## config.mk

```make
export PLATFORM = sky130hd
export DESIGN_NAME = audio_i2s_tx_flat
export DESIGN_NICKNAME = d
export VERILOG_FILES = /design/src/rtl/audio_pkg.sv /design/src/rtl/audio_i2s_tx_if.sv /design/src/rtl/audio_sample_buf.sv /design/src/rtl/audio_i2s_tx.sv /design/src/flat_wrapper.sv
export SDC_FILE = /design/constraint.sdc
export NUM_CORES = 1
export LEC_CHECK = 0
export ABC_AREA = 0
export BUFFER_PORTS_ARGS = -buffer_cell sky130_fd_sc_hd__buf_4
export CAP_MARGIN = 0
export CELL_PAD_IN_SITES_DETAIL_PLACEMENT = 0
export CELL_PAD_IN_SITES_GLOBAL_PLACEMENT = 1
export CORE_MARGIN = 4
export CORE_UTILIZATION = 40
export CTS_CLUSTER_SIZE = 20
export DETAILED_ROUTE_END_ITERATION = 12
export PLACE_DENSITY_LB_ADDON = 0.05
export SYNTH_ARGS = -nofsm -noshare
export SYNTH_HDL_FRONTEND = slang
export SYNTH_SLANG_ARGS = --single-unit
```

## constraint.sdc

```tcl
create_clock -name AUDIO_CLK -period 1.6 [get_ports AUDIO_CLK]
set_input_delay 0.16 -clock AUDIO_CLK [delete_from_list [all_inputs] [get_ports AUDIO_CLK]]
set_output_delay 0.16 -clock AUDIO_CLK [all_outputs]
set_load 0.01 [all_outputs]
```

## src/rtl/audio_pkg.sv

```systemverilog
// audio_pkg: shared audio defaults and the stereo sample type
package audio_pkg;
   localparam int AUD_BIT_DEPTH = 24;
   localparam int SLOT_BITS     = 32;
   localparam int BCLK_DIV      = 6;
   typedef struct packed {
      logic signed [AUD_BIT_DEPTH-1:0] l;
      logic signed [AUD_BIT_DEPTH-1:0] r;
   } stereo_sample_t;
endpackage

```

## src/rtl/audio_i2s_tx_if.sv

```systemverilog
// audio_i2s_tx_if: stereo sample valid/ready handshake from synthesizer to I2S transmitter
interface audio_i2s_tx_if
   import audio_pkg::*;
#(
   parameter int W = AUD_BIT_DEPTH
);
   logic [W-1:0] lsound_in;
   logic [W-1:0] rsound_in;
   logic         sample_valid;
   logic         sample_ready;
   modport master (output lsound_in, rsound_in, sample_valid, input sample_ready);
   modport slave  (input lsound_in, rsound_in, sample_valid, output sample_ready);
endinterface

```

## src/rtl/audio_sample_buf.sv

```systemverilog
// audio_sample_buf: one-entry valid/ready holding register emptied by a frame load
module audio_sample_buf
   import audio_pkg::*;
#(
   parameter type T = stereo_sample_t
) (
   input  logic clk,
   input  logic rst,
   input  T     din,
   input  logic valid,
   output logic ready,
   input  logic load,
   output T     dout,
   output logic full
);
   T     data_d, data_q;
   logic full_d, full_q, ready_d, ready_q, accept;
   always_comb begin
      accept  = valid && ready_q;
      data_d  = accept ? din : data_q;
      full_d  = accept ? 1'b1 : load ? 1'b0 : full_q;
      ready_d = !full_d;
   end
   always_ff @(posedge clk) begin
      if (rst) begin
         data_q  <= '0;
         full_q  <= 1'b0;
         ready_q <= 1'b0;
      end else begin
         data_q  <= data_d;
         full_q  <= full_d;
         ready_q <= ready_d;
      end
   end
   assign ready = ready_q;
   assign dout  = data_q;
   assign full  = full_q;
endmodule

```

## src/rtl/audio_i2s_tx.sv

```systemverilog
// audio_i2s_tx: serializes buffered stereo pairs into I2S with generated BCLK and LRCK
module audio_i2s_tx #(
   parameter int AUD_BIT_DEPTH = audio_pkg::AUD_BIT_DEPTH,
   parameter int SLOT_BITS     = audio_pkg::SLOT_BITS,
   parameter int BCLK_DIV      = audio_pkg::BCLK_DIV
) (
   input  logic          AUDIO_CLK,
   input  logic          reset_data,
   audio_i2s_tx_if.slave snd,
   output logic          AUD_BCLK,
   output logic          AUD_DACLRCK,
   output logic          AUD_DACDAT,
   output logic          frame_start,
   output logic          underrun
);
   localparam int BW = $clog2(2 * SLOT_BITS);
   localparam int DW = $clog2(BCLK_DIV);
   localparam logic [DW-1:0] DIV_LAST = DW'(BCLK_DIV - 1);
   localparam logic [DW-1:0] DIV_HALF = DW'(BCLK_DIV / 2);
   localparam logic [BW-1:0] BIT_LAST = BW'(2 * SLOT_BITS - 1);
   localparam logic [BW-1:0] SLOT     = BW'(SLOT_BITS);
   localparam logic [BW-1:0] DEPTH    = BW'(AUD_BIT_DEPTH);
   typedef struct packed {
      logic [AUD_BIT_DEPTH-1:0] l;
      logic [AUD_BIT_DEPTH-1:0] r;
   } pair_t;
   pair_t                    in_pair, buf_pair, pair_d, pair_q;
   logic                     buf_full, wrap, load;
   logic [DW-1:0]            div_cnt_d, div_cnt_q;
   logic [BW-1:0]            bit_cnt_d, bit_cnt_q, nb, p;
   logic [AUD_BIT_DEPTH-1:0] sh_d, sh_q;
   logic                     bclk_d, bclk_q, lrck_d, lrck_q, dat_d, dat_q, fs_d, fs_q, ur_d, ur_q;
   assign in_pair = {snd.lsound_in, snd.rsound_in};
   audio_sample_buf #(.T(pair_t)) u_buf (
      .clk   (AUDIO_CLK),
      .rst   (reset_data),
      .din   (in_pair),
      .valid (snd.sample_valid),
      .ready (snd.sample_ready),
      .load  (load),
      .dout  (buf_pair),
      .full  (buf_full)
   );
   // pair_q doubles as the last-loaded pair, so an empty buffer simply keeps it
   always_comb begin
      wrap      = div_cnt_q == DIV_LAST;
      load      = wrap && bit_cnt_q == BIT_LAST;
      nb        = (bit_cnt_q == BIT_LAST) ? '0 : bit_cnt_q + BW'(1);
      p         = (nb >= SLOT) ? nb - SLOT : nb;
      div_cnt_d = wrap ? '0 : div_cnt_q + DW'(1);
      bit_cnt_d = wrap ? nb : bit_cnt_q;
      pair_d    = (load && buf_full) ? buf_pair : pair_q;
      sh_d      = !wrap ? sh_q :
                  (p == '0) ? ((nb < SLOT) ? pair_d.l : pair_q.r) :
                  (p <= DEPTH) ? sh_q << 1 : sh_q;
      dat_d     = !wrap ? dat_q : (p != '0) && (p <= DEPTH) && sh_q[AUD_BIT_DEPTH-1];
      lrck_d    = wrap ? (nb >= SLOT) : lrck_q;
      bclk_d    = (div_cnt_d == DIV_HALF) ? 1'b1 : wrap ? 1'b0 : bclk_q;
      fs_d      = load;
      ur_d      = load && !buf_full;
   end
   always_ff @(posedge AUDIO_CLK) begin
      if (reset_data) begin
         {div_cnt_q, bit_cnt_q, pair_q, sh_q} <= '0;
         {bclk_q, lrck_q, dat_q, fs_q, ur_q}  <= '0;
      end else begin
         div_cnt_q <= div_cnt_d;
         bit_cnt_q <= bit_cnt_d;
         pair_q    <= pair_d;
         sh_q      <= sh_d;
         bclk_q    <= bclk_d;
         lrck_q    <= lrck_d;
         dat_q     <= dat_d;
         fs_q      <= fs_d;
         ur_q      <= ur_d;
      end
   end
   assign AUD_BCLK    = bclk_q;
   assign AUD_DACLRCK = lrck_q;
   assign AUD_DACDAT  = dat_q;
   assign frame_start = fs_q;
   assign underrun    = ur_q;
endmodule

```

## src/flat_wrapper.sv

```systemverilog
// flat-port wrapper written by rule: the top's interface ports become plain ports
module audio_i2s_tx_flat 
#(
   parameter int AUD_BIT_DEPTH = audio_pkg::AUD_BIT_DEPTH,
   parameter int SLOT_BITS     = audio_pkg::SLOT_BITS,
   parameter int BCLK_DIV      = audio_pkg::BCLK_DIV
)
  (AUDIO_CLK, reset_data, AUD_BCLK, AUD_DACLRCK, AUD_DACDAT, frame_start, underrun, snd_lsound_in, snd_rsound_in, snd_sample_valid, snd_sample_ready);
  audio_i2s_tx_if #(.W(24)) snd_i ();
  input  logic AUDIO_CLK;
  input  logic reset_data;
  output logic AUD_BCLK;
  output logic AUD_DACLRCK;
  output logic AUD_DACDAT;
  output logic frame_start;
  output logic underrun;
  input wire logic [$bits(snd_i.lsound_in)-1:0] snd_lsound_in;
  input wire logic [$bits(snd_i.rsound_in)-1:0] snd_rsound_in;
  input wire logic [$bits(snd_i.sample_valid)-1:0] snd_sample_valid;
  output wire logic [$bits(snd_i.sample_ready)-1:0] snd_sample_ready;
  assign snd_i.lsound_in = snd_lsound_in;
  assign snd_i.rsound_in = snd_rsound_in;
  assign snd_i.sample_valid = snd_sample_valid;
  assign snd_sample_ready = snd_i.sample_ready;
  audio_i2s_tx #(.AUD_BIT_DEPTH(AUD_BIT_DEPTH), .SLOT_BITS(SLOT_BITS), .BCLK_DIV(BCLK_DIV)) u_core (.AUDIO_CLK(AUDIO_CLK), .reset_data(reset_data), .snd(snd_i), .AUD_BCLK(AUD_BCLK), .AUD_DACLRCK(AUD_DACLRCK), .AUD_DACDAT(AUD_DACDAT), .frame_start(frame_start), .underrun(underrun));
endmodule
```

Word level (Yosys, flattened, before mapping)
Cells that the tools add are included.

Bits in registers: 136. Output and inout bits: 6.

$add $sub $neg: 3. Order comparisons: 3. Equality and inequality tests: 3. Multiplexer cells: 11. Reduce and logical (&&, ||, !) cells: 13.

Operators by type and width (count): 24-bit two-way mux (3); 48-bit two-way mux (1); 6-bit two-way mux (2); 6-bit by 1-bit adder with 6-bit output, second input constant (1); 6-bit == test, second input constant (1); 6-bit greater-or-equal comparator, second input constant (1); 6-bit by 5-bit <= comparator with 1-bit output, second input constant (1); 1-bit logical AND (6); 6-bit zero test (1); 6-bit less-than comparator, second input constant (1); 6-bit nonzero test (1); 6-bit subtractor, second input constant (1); 1-bit two-way mux (4); 2-bit nonzero test (2); 3-bit by 1-bit adder with 3-bit output, second input constant (1); 3-bit by 2-bit == test with 1-bit output, second input constant (1); 3-bit == test, second input constant (1); 3-bit two-way mux (1); 1-bit zero test (2); 2-bit AND reduction (1).

Longest topological paths before layout
Gate-level depths: netlist (run 1).

Depth in word-level cells: 7. Mapped depth: 9.

Cells and area by module
Synthesis (run 1) repeated with hierarchy kept, for this count alone.

Cells, all modules: 652. Area total of the unflattened synthesis: 6656.4 µm².

Modules (own cells, without submodules): audio_i2s_tx (times used 1, cells an instance 426, area each 4098.9 µm², sequential area each 1721.7 µm²); audio_sample_buf (times used 1, cells an instance 226, area each 2557.5 µm², sequential area each 1001.0 µm²).

Worst setup path before layout (run 1)
No wires, ideal clock.

Path type: reg-to-reg. Start: register u_core.bit_cnt_q[0]. End: register u_core.sh_q[0]. Setup time: 0.122 ns. Arrival time: 1.644 ns. Setup slack: -0.166 ns. Stages on the path, launching flop included: 9. Buffers on the path: 2. Clock period less this slack: 1.766 ns. Cells stage by stage: dfxtp_1 -> ha_1 -> and2_1 -> and2_1 -> buf_4 -> and3_1 -> buf_4 -> o311ai_1 -> o31ai_1.

Longest elaborated chain between the ends: 7.

Ends and longest elaborated chain: from (decl) (RTL line audio_i2s_tx.sv:30) `logic [BW-1:0] bit_cnt_d, bit_cnt_q, nb, p;`; from (signal assigned) (RTL line audio_i2s_tx.sv:68) `bit_cnt_q <= bit_cnt_d;`; 6-bit by 1-bit adder with 6-bit output / 6-bit == test (equally long branches) (RTL line audio_i2s_tx.sv:48, audio_i2s_tx.sv:47); 6-bit two-way mux (RTL line audio_i2s_tx.sv:48) `nb = (bit_cnt_q == BIT_LAST) ? '0 : bit_cnt_q + BW'(1);`; 6-bit subtractor / 6-bit greater-or-equal comparator (equally long branches) (RTL line audio_i2s_tx.sv:49) `p = (nb >= SLOT) ? nb - SLOT : nb;`; 6-bit two-way mux (RTL line audio_i2s_tx.sv:49); 6-bit by 5-bit <= comparator with 1-bit output / 6-bit zero test (equally long branches) (RTL line audio_i2s_tx.sv:55, audio_i2s_tx.sv:54); 2-bit nonzero test (no line); 2-bit AND reduction (no line); to (signal assigned) (RTL line audio_i2s_tx.sv:64) `{div_cnt_q, bit_cnt_q, pair_q, sh_q} <= '0;`; to (signal assigned) (RTL line audio_i2s_tx.sv:70) `sh_q <= sh_d;`; to (decl) (RTL line audio_i2s_tx.sv:31) `logic [AUD_BIT_DEPTH-1:0] sh_d, sh_q;`.

Several ways; a longest one is shown, not always the timed one. A chain may end at the register's enable or synchronous reset.

Worst setup path in the final report (run 1)
Start: register u_core.bit_cnt_q[1]. End: register u_core.sh_q[10].

The elaborated chain is that of the path after synthesis.

==> results of run 1 <==
metrics by stage:
step           total power, µW  instances  utilization  setup slack (ns)
6_report                  8210        981        0.610            -0.200
5_1_grt                   8530        981        0.610            -0.249
4_1_cts                   8290        971        0.579            -0.168
3_5_place_dp              3990        883        0.479            -0.391
3_3_place_gp              3980        883        0.479            -0.348
2_1_floorplan             3790        655            -           -0.0150
tightest hold or removal path, cell delays in order:
cell and delay [ns]:
buf_4 0.11, nand2_1 0.06, a21oi_1 0.06
state kept, by name, summed over array words and instances (netlist names):
signal              cells
u_core.underrun         1
u_core.div_cnt_q        3
u_core.sh_q            24
u_core.u_buf.full       1
u_core.AUD_BCLK         1
u_core.AUD_DACLRCK      1
u_core.u_buf.ready      1
u_core.frame_start      1
u_core.AUD_DACDAT       1
u_core.u_buf.dout      48
u_core.bit_cnt_q        6
u_core.pair_q          48
what timing repair did:
item | in CTS | in global routing
setup buffers | 7 | 8
endpoints found under the hold margin | 47 | 1
hold buffers | 47 | 1
pin swaps | 6 | 37
resized for setup | 46 | 76
setup endpoints to repair | 74 | 77
gates cloned | 2 | 4
cell type report:
class,count,area share
Clock buffer,19,0.0525
Sequential cell,136,0.324
Multi-Input combinational cell,462,0.374
Timing Repair Buffer,168,0.200
Clock inverter,13,0.0227
Inverter,3,0.00133
Tap cell,180,0.0267
cell usage in the layout (no fill, tap or decap), drive strengths merged, types with 7 or more instances in the layout:
cell type and n:
dfxtp 136, nor2 35, buf 117, a21o 24, dlygate4sd3 48, nand2 160
o21ai 25, a21oi 109, mux2 23, clkbuf 22, inv 7, nor2b 24
a211oi 23
worst min path at each step:
| stage | from | end | slack (ns) | cells after the start |
|---|---|---|---|---|
| 2_1_floorplan | snd_lsound_in[1] | u_core.u_buf.dout[25] | 0.30 | 2 |
| 3_3_place_gp | snd_lsound_in[8] | u_core.u_buf.dout[32] | 0.41 | 3 |
| 3_5_place_dp | snd_rsound_in[6] | u_core.u_buf.dout[6] | 0.42 | 3 |
| 4_1_cts | reset_data | u_core.bit_cnt_q[1] | 0.0002 | 2 |
| 5_1_grt | snd_rsound_in[16] | u_core.u_buf.dout[16] | 0.03 | 3 |
| 6_report | snd_rsound_in[16] | u_core.u_buf.dout[16] | 0.03 | 3 |
cell families after synthesis:
group,Yosys count
buffers and inverters,58
xor gates and xnor gates,3
AOI/OAI and AO/OA,195
DFF,136
adders and majority gates,1
and+or+nand+nor,239
muxes,23
metal layers:
| metal | GRT usage | routed length (µm) | vias to the layer above |
|---|---|---|---|
| met5 | 0 | 0 | - |
| met4 | 0.0782 | 344 | 0 |
| met3 | 0.0594 | 380 | 23 |
| met2 | 0.330 | 7800 | 55 |
| met1 | 0.221 | 6480 | 2320 |
| li1 | - | - | 2490 |
power groups by stage:
stage / sequential [µW] / clock [µW] / combinational (µW)
6_report: 3520 / 4180 / 512
5_1_grt: 3530 / 4430 / 569
3_3_place_gp: 3590 / 0 / 396
3_5_place_dp: 3590 / 0 / 402
4_1_cts: 3510 / 4270 / 501
2_1_floorplan: 3580 / 0 / 208
==> flow_summary.ini, run 1 <==
[power_and_ir_drop]
vdd_drop_max_v = 0.000812
switchingPower_uw = 1800
power_frac_clock = 0.509
internal_power_uw = 6410
power_density_nw_per_um2 = 973
power_leakage_uw = 0.00339
seq_power_share = 0.429
switching_share = 0.220
pwr-share-comb = 0.062

[clocking]
clk_path_buf_depth = 2
worst_skew_pair.late_latency_ns = 0.42
cts_tree = built
htree_levels = 4
cts_buffers = 17
path_clk_slew_ns = 0.06
clock_sinks = 136
clockRootBuffer = clkbuf_16

[worst_setup_path]
crit_buf_inv = 3
reg2regPathDepth = 9
crit_fanout = 5
crit_type = flop to flop
endpoint_kind = flop
timing.rr.end = u_core.sh_q[10]
crit_required_ns = 1.90
critical_path_depth = 9
worstSetupEndpoint = u_core.sh_q[10]
rrSetupSlack_ns = -0.20
worstPathArrival_ns = 2.10
worstReg2RegStart = u_core.bit_cnt_q[1]
crit_chain = ha_4 -> buf_6 -> a21o_4 -> a21oi_4 -> a311o_2 -> buf_12 -> clkbuf_16 -> a21oi_4 -> a211oi_2
slowest_delay_ns = 0.42
crit_slowest_cell = a311o_2
crit_start = u_core.bit_cnt_q[1]
start_kind = flop
path_delay_family = compound AO/OA/AOI/OAI gates
worst_path_most_repeated_cell = a21oi_4

[die]
core-area_um2 = 13800
row_count = 43
die_area_um2 = 16000
initial_core_util = 0.407
fp.dieH_um = 127
dieWidth_um = 127
pin_count = 57

[global_route]
gr-usage-all-layers = 0.192
grt_pass1_wl_um = 24500
grt_pass1_vias = 5044
grt_overflow = 0
grt_antenna_before_repair = 0
grt_max_degree = 75

[synthesis]
syn-cell-area_um2 = 5630
synthSimpleGateAreaFrac = 0.183
synth_area_leaders = dfxtp_1, nand2_1, a21oi_1
syn_inst = 655
synth-seq-cells = 136
synth_top_area_frac = 0.483
yosysMostFrequentCell = nand2_1
synth_top_family_by_area = compound AO/OA/AOI/OAI gates
synth_fa_ha_area_frac = 0.00222
synth_warnings = 0
synth_xor_area_frac = 0.00466
ys_seq_area_frac = 0.483
netlist_top_cells_count = nand2_1, dfxtp_1, a21oi_1
synth_top_cell_by_area = dfxtp_1
synth.net_count = 707
synthFlopType = dfxtp_1
async_flop_share = 0
muxShareOfSynthArea = 0.0460
synth_edf_count = 0
synth_compound_area_frac = 0.227
avgSynthCellArea_um2 = 8.60
ys_types = 49

[sta]
fin_crit_sh = 1.12
final.min_clock_period_ns = 1.80
drv_slew = 0
tightest_slew_ns = 0.393
setup_tns_ns = -4.66
whs_ns = 0.0258
timing.fmax_mhz = 556
finalHoldViolCount = 0
setup_viol = 65
clock_skew_ns = 0.00828
setup_ws_ns = -0.200
timing.max_slew.rel_slack = 0.738
rsz0062_at_grt = true

[routing]
wl_per_cell_um = 15.3
drt-pass1-iter-count = 4
via_per_inst = 4.98
first_iter_violations = 270
finalWirelength_um = 15000
vias = 4888
drc = 0
final_antenna_net_count = 0

[placed_design]
dpl-instance-area_um2 = 6620
io_buffers = 56
routabilityCongestion = 0.871
hpwlAfterDp_um = 9010

[finish]
seqCellArea_um2 = 2730
multi_input_area_um2 = 3150
antenna_cells = 0
fin_area_um2 = 8440
fillers = 1175
fin_nets = 840
drive_gt1_frac = 0.382
synthToLayoutAreaGrowth_pct = 49.8

[worst_hold_path]
hp-class = primary input to flop

[run_status]
outcome = finished, violations left
violations = negative setup slack

[job]
drv_cap = 0
Power figures use the tool's default switching activity.
==> inputs of run 2 (changes only) <==
--- a/config.mk
+++ b/config.mk
@@ -18,3 +18,4 @@
 export SYNTH_ARGS = -nofsm -noshare
 export SYNTH_HDL_FRONTEND = slang
 export SYNTH_SLANG_ARGS = --single-unit
+export TNS_END_PERCENT = 5
==> run 2 against run 1 <==
The flow still finishes with violations (negative setup slack). Clock skew down 0.0021 ns. Sequential share of layout area up 2.1 points. Count of clock-buffer cells in the layout up 1. Sequential power about the same. Total power down 5.2%. Die area unchanged. Utilization down 3.6 points. Clock power down 9.6%. Combinational power down 5.1%. First-iteration DRC count down 3.0%. Design area down 5.8%. Critical endpoint is now u_core.sh_q[1]. Largest cell class unchanged.
==> flow_summary.ini, run 2 (same netlist as run 1, synthesis figures left out) <==
[routing]
finalWirelength_um = 14400
via_per_inst = 5.00
first_iter_violations = 262
final_antenna_net_count = 0
vias = 4843
wl_per_cell_um = 14.8
drc = 0
drt-pass1-iter-count = 4

[die]
pin_count = 57
fp.dieH_um = 127
initial_core_util = 0.407
die_area_um2 = 16000
row_count = 43
dieWidth_um = 127
core-area_um2 = 13800

[worst_setup_path]
crit_buf_inv = 4
critical_path_depth = 9
reg2regPathDepth = 9
worstPathArrival_ns = 2.08
path_delay_family = buffers and inverters
crit_required_ns = 1.93
crit_chain = ha_4 -> buf_6 -> nor2_2 -> buf_4 -> a311oi_4 -> buf_6 -> buf_12 -> nor2_1 -> a211oi_1
crit_type = flop to flop
crit_slowest_cell = dfxtp_4
crit_fanout = 6
start_kind = flop
worst_path_most_repeated_cell = buf_6
endpoint_kind = flop
slowest_delay_ns = 0.37

[placed_design]
dpl-instance-area_um2 = 6620
routabilityCongestion = 0.779
dp.cells = 880
hpwlAfterDp_um = 9020
io_buffers = 56

[global_route]
grt_pass1_vias = 4825
grt_antenna_before_repair = 0
gr-usage-all-layers = 0.182
grt_max_degree = 88
grt_pass1_wl_um = 23500
grt_overflow = 0

[sta]
final.min_clock_period_ns = 1.75
clock_skew_ns = 0.00617
tightest_slew_ns = 0.467
drv_slew = 0
timing.max_slew.rel_slack = 0.689
fin_crit_sh = 1.09
setup_ws_ns = -0.152
finalHoldViolCount = 0
timing.fmax_mhz = 571
rsz0062_at_grt = true
setup_viol = 48

[power_and_ir_drop]
power_leakage_uw = 0.00315
vdd_drop_max_v = 0.000788
power_density_nw_per_um2 = 979

[finish]
fin_cells = 968
antenna_cells = 0
final_common_cell = nand2_1
fin_area_um2 = 7950
fin_nets = 827
synthToLayoutAreaGrowth_pct = 41.1
final_cell_mix = nand2_1, dfxtp_1, a21oi_1, buf_4, dlygate4sd3_1
drive_gt1_frac = 0.326

[clocking]
cts_tree = built
worst_skew_pair.late_latency_ns = 0.42
htree_levels = 4
clk_path_buf_depth = 2
clock_sinks = 136
cts_buffers = 17
path_clk_slew_ns = 0.06
clockRootBuffer = clkbuf_16

[job]
drv_cap = 0

[run_status]
outcome = finished, violations left
violations = negative setup slack

[worst_hold_path]
hp-class = primary input to flop
hold_path_depth = 3
run 2: changes by cell type in the layout (fill, tap and decap cells not counted), moves of 3 or more:
cell           delta
nand2_1          +17
buf_6            -10
nand2_2          -15
a21oi_4           -9
dlygate4sd3_1     -3
inv_6             -3
mux2_2           +22
a21oi_1          +24
mux2_4           -22
clkinv_2          +4
a21oi_2          -15
run 2: what timing repair did:
action	in CTS	in global routing
endpoints found under the setup margin	72	77
resized for setup	8	26
endpoints found under the hold margin	45	0
hold buffers	45	0
cloned	1	4
pin swaps	4	12
buffers inserted	1	5
run 2: cell type report:
type	count	area, µm²
Fill cell	1259	5880
Multi-Input combinational cell	461	2850
Sequential cell	136	2740
Timing Repair Buffer	156	1560
Clock buffer	20	447
Tap cell	180	225
Clock inverter	12	126
Inverter	3	11.3
run 2: per-layer routing:
metal	up-vias	global-route usage	routed length [µm]
li1	2462	-	-
met1	2293	0.215	6410
met2	69	0.323	7310
met3	19	0.0455	460
met4	0	0.0625	179
met5	-	0	0
run 2: worst register-to-register path, cell delays in order (launching register included):
cell and delay (ns):
dfxtp_4 0.37, ha_4 0.16, buf_6 0.11, nor2_2 0.04
buf_4 0.13, a311oi_4 0.29, buf_6 0.18, buf_12 0.13
nor2_1 0.04, a211oi_1 0.21
run 2: worst paths after layout:
path                            to  slack, ns                start
max                 u_core.sh_q[1]      -0.15  u_core.bit_cnt_q[0]
min          u_core.u_buf.dout[14]       0.02    snd_rsound_in[14]
max reg2reg         u_core.sh_q[1]      -0.15  u_core.bit_cnt_q[0]
min reg2reg    u_core.div_cnt_q[0]       0.42  u_core.div_cnt_q[0]
run 2: stage by stage:
step | hold WS, ns | util | TNS (ns) | total power, µW | worst slack, ns
6_report | 0.0204 | 0.575 | -3.42 | 7780 | -0.152
5_1_grt | 0.00954 | 0.575 | -7.40 | 8080 | -0.215
4_1_cts | 0.00261 | 0.558 | -3.06 | 7890 | -0.159
3_5_place_dp | 0.412 | 0.479 | -4.05 | 3980 | -0.161
3_3_place_gp | 0.406 | 0.479 | -1.96 | 3970 | -0.114
2_1_floorplan | 0.296 | - | -0.271 | 3790 | -0.0182
run 2: report_power, final:
| group | internal [µW] | switching [µW] |
|---|---|---|
| Combinational | 259 | 226 |
| Clock | 2330 | 1460 |
| Sequential | 3470 | 48.0 |
